File: src/rtl/neuron_accumulator.sv
// Frame accumulator for unsigned 4-bit products; emits sum, beat count, fire and overflow per frame.
// Optional saturation on overflow is enabled with the NEURON_ACC_SAT_EN macro (default: wrap-around).
module neuron_accumulator #(
    parameter int NUM_INPUTS = 8,
    parameter int ACC_WIDTH  = 8,
    parameter int THRESHOLD  = 16,
    localparam int CNT_W     = $clog2(NUM_INPUTS + 1)
) (
    input  logic                 clk,
    input  logic                 rst,
    input  logic [3:0]           in_product,
    input  logic                 in_valid,
    input  logic                 in_last,
    output logic                 in_ready,
    output logic [ACC_WIDTH-1:0] out_sum,
    output logic [CNT_W-1:0]     out_count,
    output logic                 out_fire,
    output logic                 out_ovf,
    output logic                 out_valid,
    input  logic                 out_ready
);

    typedef enum logic [0:0] {
        ST_ACC  = 1'b0,
        ST_DONE = 1'b1
    } state_t;

    state_t               state_q, state_d;
    logic [ACC_WIDTH-1:0] acc_q, acc_d;
    logic [CNT_W-1:0]     count_q, count_d;
    logic                 ovf_q, ovf_d;
    logic [ACC_WIDTH-1:0] sum_q, sum_d;
    logic [CNT_W-1:0]     cnt_out_q, cnt_out_d;
    logic                 fire_q, fire_d;
    logic                 ovf_out_q, ovf_out_d;
    logic                 valid_q, valid_d;

    logic [ACC_WIDTH:0]   sum_ext_s;
    logic                 carry_s;
    logic [ACC_WIDTH-1:0] acc_new_s;
    logic [CNT_W-1:0]     cnt_new_s;
    logic                 beat_s;
    logic                 frame_end_s;
    logic                 fire_new_s;

    // Datapath: one-bit-wider add so the carry-out flags overflow.
    always_comb begin
        sum_ext_s = {1'b0, acc_q} + {{(ACC_WIDTH-3){1'b0}}, in_product};
        carry_s   = sum_ext_s[ACC_WIDTH];
`ifdef NEURON_ACC_SAT_EN
        if (carry_s) begin
            acc_new_s = {ACC_WIDTH{1'b1}};
        end else begin
            acc_new_s = sum_ext_s[ACC_WIDTH-1:0];
        end
`else
        acc_new_s = sum_ext_s[ACC_WIDTH-1:0];
`endif
        cnt_new_s   = count_q + {{(CNT_W-1){1'b0}}, 1'b1};
        beat_s      = in_valid && (state_q == ST_ACC);
        frame_end_s = beat_s && (in_last || (count_q == CNT_W'(NUM_INPUTS - 1)));
        fire_new_s  = (32'(acc_new_s) >= 32'(THRESHOLD));
    end

    // Next-state and result-capture logic.
    always_comb begin
        state_d   = state_q;
        acc_d     = acc_q;
        count_d   = count_q;
        ovf_d     = ovf_q;
        sum_d     = sum_q;
        cnt_out_d = cnt_out_q;
        fire_d    = fire_q;
        ovf_out_d = ovf_out_q;
        valid_d   = valid_q;
        case (state_q)
            ST_ACC: begin
                if (beat_s) begin
                    acc_d   = acc_new_s;
                    count_d = cnt_new_s;
                    ovf_d   = ovf_q | carry_s;
                    if (frame_end_s) begin
                        sum_d     = acc_new_s;
                        cnt_out_d = cnt_new_s;
                        fire_d    = fire_new_s;
                        ovf_out_d = ovf_q | carry_s;
                        valid_d   = 1'b1;
                        state_d   = ST_DONE;
                    end else begin
                        state_d = ST_ACC;
                    end
                end else begin
                    state_d = ST_ACC;
                end
            end
            ST_DONE: begin
                // Result held until taken; the handshake cycle accepts no beat.
                if (out_ready) begin
                    acc_d   = {ACC_WIDTH{1'b0}};
                    count_d = {CNT_W{1'b0}};
                    ovf_d   = 1'b0;
                    valid_d = 1'b0;
                    state_d = ST_ACC;
                end else begin
                    state_d = ST_DONE;
                end
            end
            default: begin
                state_d = ST_ACC;
            end
        endcase
    end

    // State and output registers.
    always_ff @(posedge clk or posedge rst) begin
        if (rst) begin
            state_q   <= ST_ACC;
            acc_q     <= {ACC_WIDTH{1'b0}};
            count_q   <= {CNT_W{1'b0}};
            ovf_q     <= 1'b0;
            sum_q     <= {ACC_WIDTH{1'b0}};
            cnt_out_q <= {CNT_W{1'b0}};
            fire_q    <= 1'b0;
            ovf_out_q <= 1'b0;
            valid_q   <= 1'b0;
        end else begin
            state_q   <= state_d;
            acc_q     <= acc_d;
            count_q   <= count_d;
            ovf_q     <= ovf_d;
            sum_q     <= sum_d;
            cnt_out_q <= cnt_out_d;
            fire_q    <= fire_d;
            ovf_out_q <= ovf_out_d;
            valid_q   <= valid_d;
        end
    end

    assign in_ready  = (state_q == ST_ACC);
    assign out_sum   = sum_q;
    assign out_count = cnt_out_q;
    assign out_fire  = fire_q;
    assign out_ovf   = ovf_out_q;
    assign out_valid = valid_q;

endmodule

File: config.mk
export PLATFORM = sky130hd
export DESIGN_NAME = neuron_accumulator
export DESIGN_NICKNAME = d
export VERILOG_FILES = /design/src/rtl/neuron_accumulator.sv
export SDC_FILE = /design/constraint.sdc
export NUM_CORES = 1
export LEC_CHECK = 0
export BUFFER_PORTS_ARGS = -buffer_cell sky130_fd_sc_hd__buf_2
export CAP_MARGIN = 0
export CORE_UTILIZATION = 59
export CTS_CLUSTER_SIZE = 40
export DETAILED_ROUTE_END_ITERATION = 12
export PLACE_DENSITY = 0.91
export SLEW_MARGIN = 0
export SYNTH_ARGS = -nofsm -noshare
export SYNTH_HDL_FRONTEND = slang
export SYNTH_SLANG_ARGS = --single-unit
File: constraint.sdc
create_clock -name clk -period 3.1 [get_ports clk]
set_input_delay 0.62 -clock clk [delete_from_list [all_inputs] [get_ports clk]]
set_output_delay 0.62 -clock clk [all_outputs]
set_load 0.03 [all_outputs]
==> results.tsv, run 1 <==
metric	value	unit
average cell area after synthesis	10.1	um2
fillers	164	
First-pass DRT Iterations	4	
f_max	518	MHz
reg2reg end	acc_q[6]	
DRT met1 WL	1250	um
Async SR Flop Fraction	100	%
syn_nets	162	
first-pass GRT wire length	5110	um
cell area after layout	1670	um2
CTS resizes	0	
fin util	72.8	%
Tot Pwr	1.67	mW
placed cell count	193	
register-to-register setup slack	1.17	ns
register area	726	um2
Placer Congestion	0.871	
area of the mapped netlist	1480	um2
Hold Path End	out_sum[7]	
Initial Util	64.5	%
final WL	2960	um
Crit. End Element	flip-flop	
grt total ovfl	0	
cell row count	17	
Synth Area in Adders	5.57	%
Slew Limit Fails	0	
Worst-path clk slew	0.09	ns
Bufs on Longest Clock Path	2	
WP buf/inv	1	
Crit Path Class	flip-flop to flip-flop	
largest family of logic cells by synthesized area	compound AO/OA/AOI/OAI gates	
# IOs	25	
synthesis-stage register bit count	29	
Post-Synth Simple-Gate Area	11.7	%
Critical Path Source	acc_q[0]	
DRC violations left	0	
Post CTS Setup Buffer Count	0	
DR iter-0 viols	21	
Tcrit/Tclk final	62.3	%
Die H	52.1	um
met3 wire length	153	um
worst path required time	3.31	ns
hold buffers post-CTS	0	
hold path cells	2	
initial antenna violation count	0	
CTS buffer count	5	
Synth Warn #	0	
min-delay src	out_sum[7]	
register area share after synthesis	49.0	%
leading register cell type out of synthesis	dfrtp_1	
die area	2720	um2
area of the multi-input gates	684	um2
root buffer cell	clkbuf_4	
Worst Hold Class	flip-flop to flip-flop	
Post-synth EDFFs	0	
compound-gate portion of the synthesized area	22.5	%
area grow syn2layout	12.9	%
fin worst setup slack	1.17	ns
RSZ-0062 raised after global routing	no	
Place WS	0.819	ns
Layout Skew	0.0115	ns
Crit Path Max Fanout	5	
CP arrival	2.14	ns
H-tree levels	2	
max layer used	met4	
Final setup viols	0	
CTS Sinks	29	
status	finished, final reports clean	
number of vias per cell	5.60	
DR vias	1126	
Core ar.	2300	um2
GRT Total Usage	27.1	%
xor/xnor share of the synthesized area	5.83	%
CP max-delay cell	fa_1	
Worst IR Drop VDD	0.673	mV
cell area power density	998	nW/um2
distinct cell type count of the synthesized netlist	36	
relative slew slack	27.5	%
clock tree from TritonCTS	built	
Crit Reg-Reg Startpoint	acc_q[0]	
worst-path cell chain	ha_1 > inv_1 > fa_1 > nor2b_2 > o21ai_2 > a21oi_2 > a21o_1 > a31oi_1	
Worst Tran Pin Value	1.09	ns
worst skew pair latency	0.34	ns
R2R depth	8	
setup TNS	0	ns
routed length on met2	1520	um
hold_ws	0.485	ns
antenna diode count	0	
Syn Inst Count	147	
Leak	0.830	nW
crit path launch type	flip-flop	
placed cell area	1600	um2
DIE WIDTH	52.1	um
ANT nets after route	0	
vias in the first global route	1110	
final HPWL from detailed placement	2130	um
Final min period	1.93	ns
CP delay by family, top	adder cells	
IO buf count	24	
crit-path max cell delay	0.42	ns
Hold Fails Final Rpt	0	
nets@finish	187	
post-route insts no fill	201	
WL per Instance	14.7	um
largest net degree at the start of global routing	30	
share of cells above drive strength 1	25.4	%
Max-cap violations	0	
post-synthesis mux area share	0.676	%
tightest hold or removal path, cell delays in order (launching register included):
cell and delay, ns:
dfrtp_1 0.34, nand2_1 0.05, o21ai_1 0.06
layout by cell type, fill, tap and decap left out, types with 2 or more instances in the layout:
cell | synthesis | layout
clkbuf_8 | 0 | 2
nand2_1 | 31 | 31
o21ai_1 | 13 | 13
a21oi_2 | 2 | 2
a31oi_1 | 5 | 5
nor2_1 | 2 | 2
xor2_1 | 4 | 4
o21ai_0 | 6 | 6
xnor2_1 | 4 | 4
a21oi_1 | 7 | 7
a22o_1 | 2 | 2
nand2b_1 | 2 | 2
a21o_1 | 4 | 4
inv_1 | 7 | 7
buf_2 | 2 | 24
dfrtp_1 | 29 | 29
clkbuf_4 | 0 | 5
ha_1 | 5 | 5
logic make-up after synthesis:
group,Yosys count
AOI/OAI and AO/OA,47
xor gates and xnor gates,9
adders and majority gates,6
buffers and inverters,15
DFF,29
muxes,1
and+or+nand+nor,40
worst max-delay path by stage:
stage                            end  slack, ns  cells after the start
final                       acc_q[6]       1.17                      8
after global routing        acc_q[6]       1.05                      8
after CTS                   acc_q[6]       1.17                      8
after detailed placement    acc_q[6]       0.82                      9
after global placement    out_sum[6]       0.92                      9
after floorplan             acc_q[6]       1.08                      8
sequential cells by signal (all words and copies together), names as in the netlist:
register / cells
out_valid: 1
out_sum: 8
out_count: 4
acc_q: 8
ovf_q: 1
out_ovf: 1
state_q: 1
count_q: 4
out_fire: 1
area by class of cell:
cell class	instances	share of cell area, %
Clock inverter	1	0.299
Clock buffer	7	3.89
Timing Repair Buffer	25	7.63
Tap cell	28	2.09
Inverter	8	1.80
Multi-Input combinational cell	103	40.9
Sequential cell	29	43.4
cells in the mapped netlist (3+ instances only):
library cell | count | area share (%)
xor2_1 | 4 | 2.4
nand2_1 | 31 | 7.9
a31oi_1 | 5 | 2.1
a21o_1 | 4 | 2.0
a21oi_1 | 7 | 2.4
o21ai_0 | 6 | 2.0
o21ai_1 | 13 | 4.4
dfrtp_1 | 29 | 49
ha_1 | 5 | 4.2
xnor2_1 | 4 | 2.4
inv_1 | 7 | 1.8
buf_4 | 3 | 1.5
metal layers:
layer,vias up,GRT usage [%]
li1,555,-
met1,535,33.2
met2,28,45.3
met3,8,6.14
met4,0,12.2
met5,-,0
report_power, final:
part	internal [mW]	leakage [nW]	switching, mW	total [mW]
registers	0.521	0.368	0.133	0.655
clock network	0.131	0.0413	0.135	0.266
logic	0.277	0.421	0.472	0.749
Note: power is estimated with default switching activity, not from simulation.
==> inputs of run 2 (changes only) <==
--- a/config.mk
+++ b/config.mk
@@ -7,10 +7,10 @@
 export LEC_CHECK = 0
 export BUFFER_PORTS_ARGS = -buffer_cell sky130_fd_sc_hd__buf_2
 export CAP_MARGIN = 0
-export CORE_UTILIZATION = 59
+export CORE_UTILIZATION = 55
 export CTS_CLUSTER_SIZE = 40
 export DETAILED_ROUTE_END_ITERATION = 12
-export PLACE_DENSITY = 0.91
+export PLACE_DENSITY = 0.86
 export SLEW_MARGIN = 0
 export SYNTH_ARGS = -nofsm -noshare
 export SYNTH_HDL_FRONTEND = slang
==> constraint.sdc (replaced) <==
create_clock -name clk -period 1.85 [get_ports clk]
set_input_delay 0.37 -clock clk [delete_from_list [all_inputs] [get_ports clk]]
set_output_delay 0.37 -clock clk [all_outputs]
set_load 0.03 [all_outputs]
==> results.tsv, run 2 (synthesis gave the netlist of run 1 again) <==
metric	value	unit
area of the multi-input gates	721	um2
root buffer cell	clkbuf_4	
grt total ovfl	0	
largest net degree at the start of global routing	30	
Worst Hold Class	input pin to asynchronous set/reset pin	
cell row count	18	
initial antenna violation count	0	
Final setup viols	0	
Hold Fails Final Rpt	0	
hold_ws	0.0929	ns
die area	2910	um2
ANT nets after route	0	
stages on the worst setup path	8	
Leak	0.857	nW
fin worst setup slack	0.0582	ns
CP delay by family, top	compound AO/OA/AOI/OAI gates	
relative slew slack	75.4	%
Worst IR Drop VDD	1.14	mV
Switch Pwr	1.25	mW
clock tree from TritonCTS	built	
worst path required time	2.12	ns
Place WS	-0.125	ns
Core ar.	2520	um2
crit-path max cell delay	0.37	ns
area grow syn2layout	18.1	%
WP buf/inv	1	
CP arrival	2.06	ns
worst-path cell chain	ha_2 > inv_2 > fa_2 > nor2b_4 > o21ai_4 > a21oi_4 > a41oi_2 > a21oi_2	
CP max-delay cell	dfrtp_1	
DR vias	1170	
commonest non-fill, non-tap cell in the layout	nand2_1	
Setup crit end	ovf_q	
fillers	194	
CTS buffer count	5	
# IOs	25	
share of cells above drive strength 1	30.3	%
share of power burned in registers	38.7	%
final WL	2950	um
Slew Limit Fails	0	
Tcrit/Tclk final	96.9	%
Crit Reg-Reg Startpoint	acc_q[0]	
Power Internal	1.60	mW
DIE WIDTH	53.9	um
status	finished, final reports clean	
register area	726	um2
Worst Tran Pin Value	0.369	ns
register-to-register setup slack	0.06	ns
DR iter-0 viols	18	
Die H	53.9	um
fin util	69.3	%
Final min period	1.79	ns
Worst-path clk slew	0.09	ns
worst skew pair latency	0.33	ns
Placer Congestion	0.861	
first-pass GRT wire length	4510	um
DRC violations left	0	
Initial Util	58.7	%
crit path launch type	flip-flop	
First-pass DRT Iterations	4	
cell area power density	1620	nW/um2
WL per Instance	14.2	um
Post CTS Setup Buffer Count	0	
Sw Ratio	43.9	%
Critical Path Source	acc_q[0]	
combinational fraction of design power	45.6	%
Crit Path Class	flip-flop to flip-flop	
Clk network pwr share	15.7	%
CTS Sinks	29	
Bufs on Longest Clock Path	2	
Crit Path Max Fanout	5	
Crit. End Element	flip-flop	
IO buf count	24	
Max-cap violations	0	
reg2reg end	ovf_q	
GRT Total Usage	22.9	%
vias in the first global route	1068	
nets@finish	192	
f_max	558	MHz
antenna diode count	0	
Layout Skew	0.00549	ns
final HPWL from detailed placement	2130	um
RSZ-0062 raised after global routing	yes	
most frequent cells in the layout	31 x nand2_1, 29 x dfrtp_1, 24 x buf_2, 13 x o21ai_1	
H-tree levels	2	
number of vias per cell	5.63	
R2R depth	8	
[run 2: metal layers]
| metal | vias up | share of wire [%] | track usage, % | wire length [um] |
|---|---|---|---|---|
| li1 | 565 | - | - | - |
| met1 | 562 | 44 | 26.6 | 1290 |
| met2 | 36 | 50 | 38.1 | 1480 |
| met3 | 7 | 3.8 | 5.93 | 112 |
| met4 | 0 | 2.2 | 13.2 | 66 |
| met5 | - | 0 | 0 | 0 |
[run 2: metrics by stage]
step	setup TNS [ns]	area, um2	total power [mW]	std cells
finish	0	1750	2.84	208
global route	-0.0779	1750	3.02	208
CTS	0	1720	2.81	208
detailed placement	-0.343	1640	2.35	200
global placement	-0.0570	1640	2.30	200
floorplan	0	1480	2.05	147
[run 2: how the worst min path moves through the flow]
stage | endpoint | slack (ns)
floorplan | acc_q[0] | 0.45
global placement | out_sum[1] | 0.44
detailed placement | out_valid | 0.46
CTS | out_sum[0] | 0.10
global route | out_count[1] | 0.13
finish | out_sum[0] | 0.09
[run 2: repair_timing]
action | 4_1_cts | 5_1_grt
resized for setup | 2 | 6
hold buffers | 0 | 0
pin swaps | 1 | 3
setup endpoints to repair | 4 | 2
[run 2: power by group through the flow]
stage | sequential, mW | clock, mW | combinational [mW]
after global routing | 1.13 | 0.475 | 1.41
after CTS | 1.10 | 0.452 | 1.27
after detailed placement | 1.11 | 0 | 1.24
final | 1.10 | 0.445 | 1.29
after floorplan | 1.27 | 0 | 0.773
after global placement | 1.09 | 0 | 1.21
[run 2: tightest hold or removal path, delay by kind of cell]
kind,cells,cell delay (ns)
buf+inv,3,0.46
[run 2: cell type report]
| class | count | area share, % |
|---|---|---|
| sequential | 29 | 41.5 |
| multi-input combinational | 103 | 41.2 |
| timing repair buffer | 30 | 9.44 |
| clock buffer | 7 | 3.72 |
| tap | 30 | 2.15 |
| inverter | 8 | 1.72 |
| clock inverter | 1 | 0.286 |
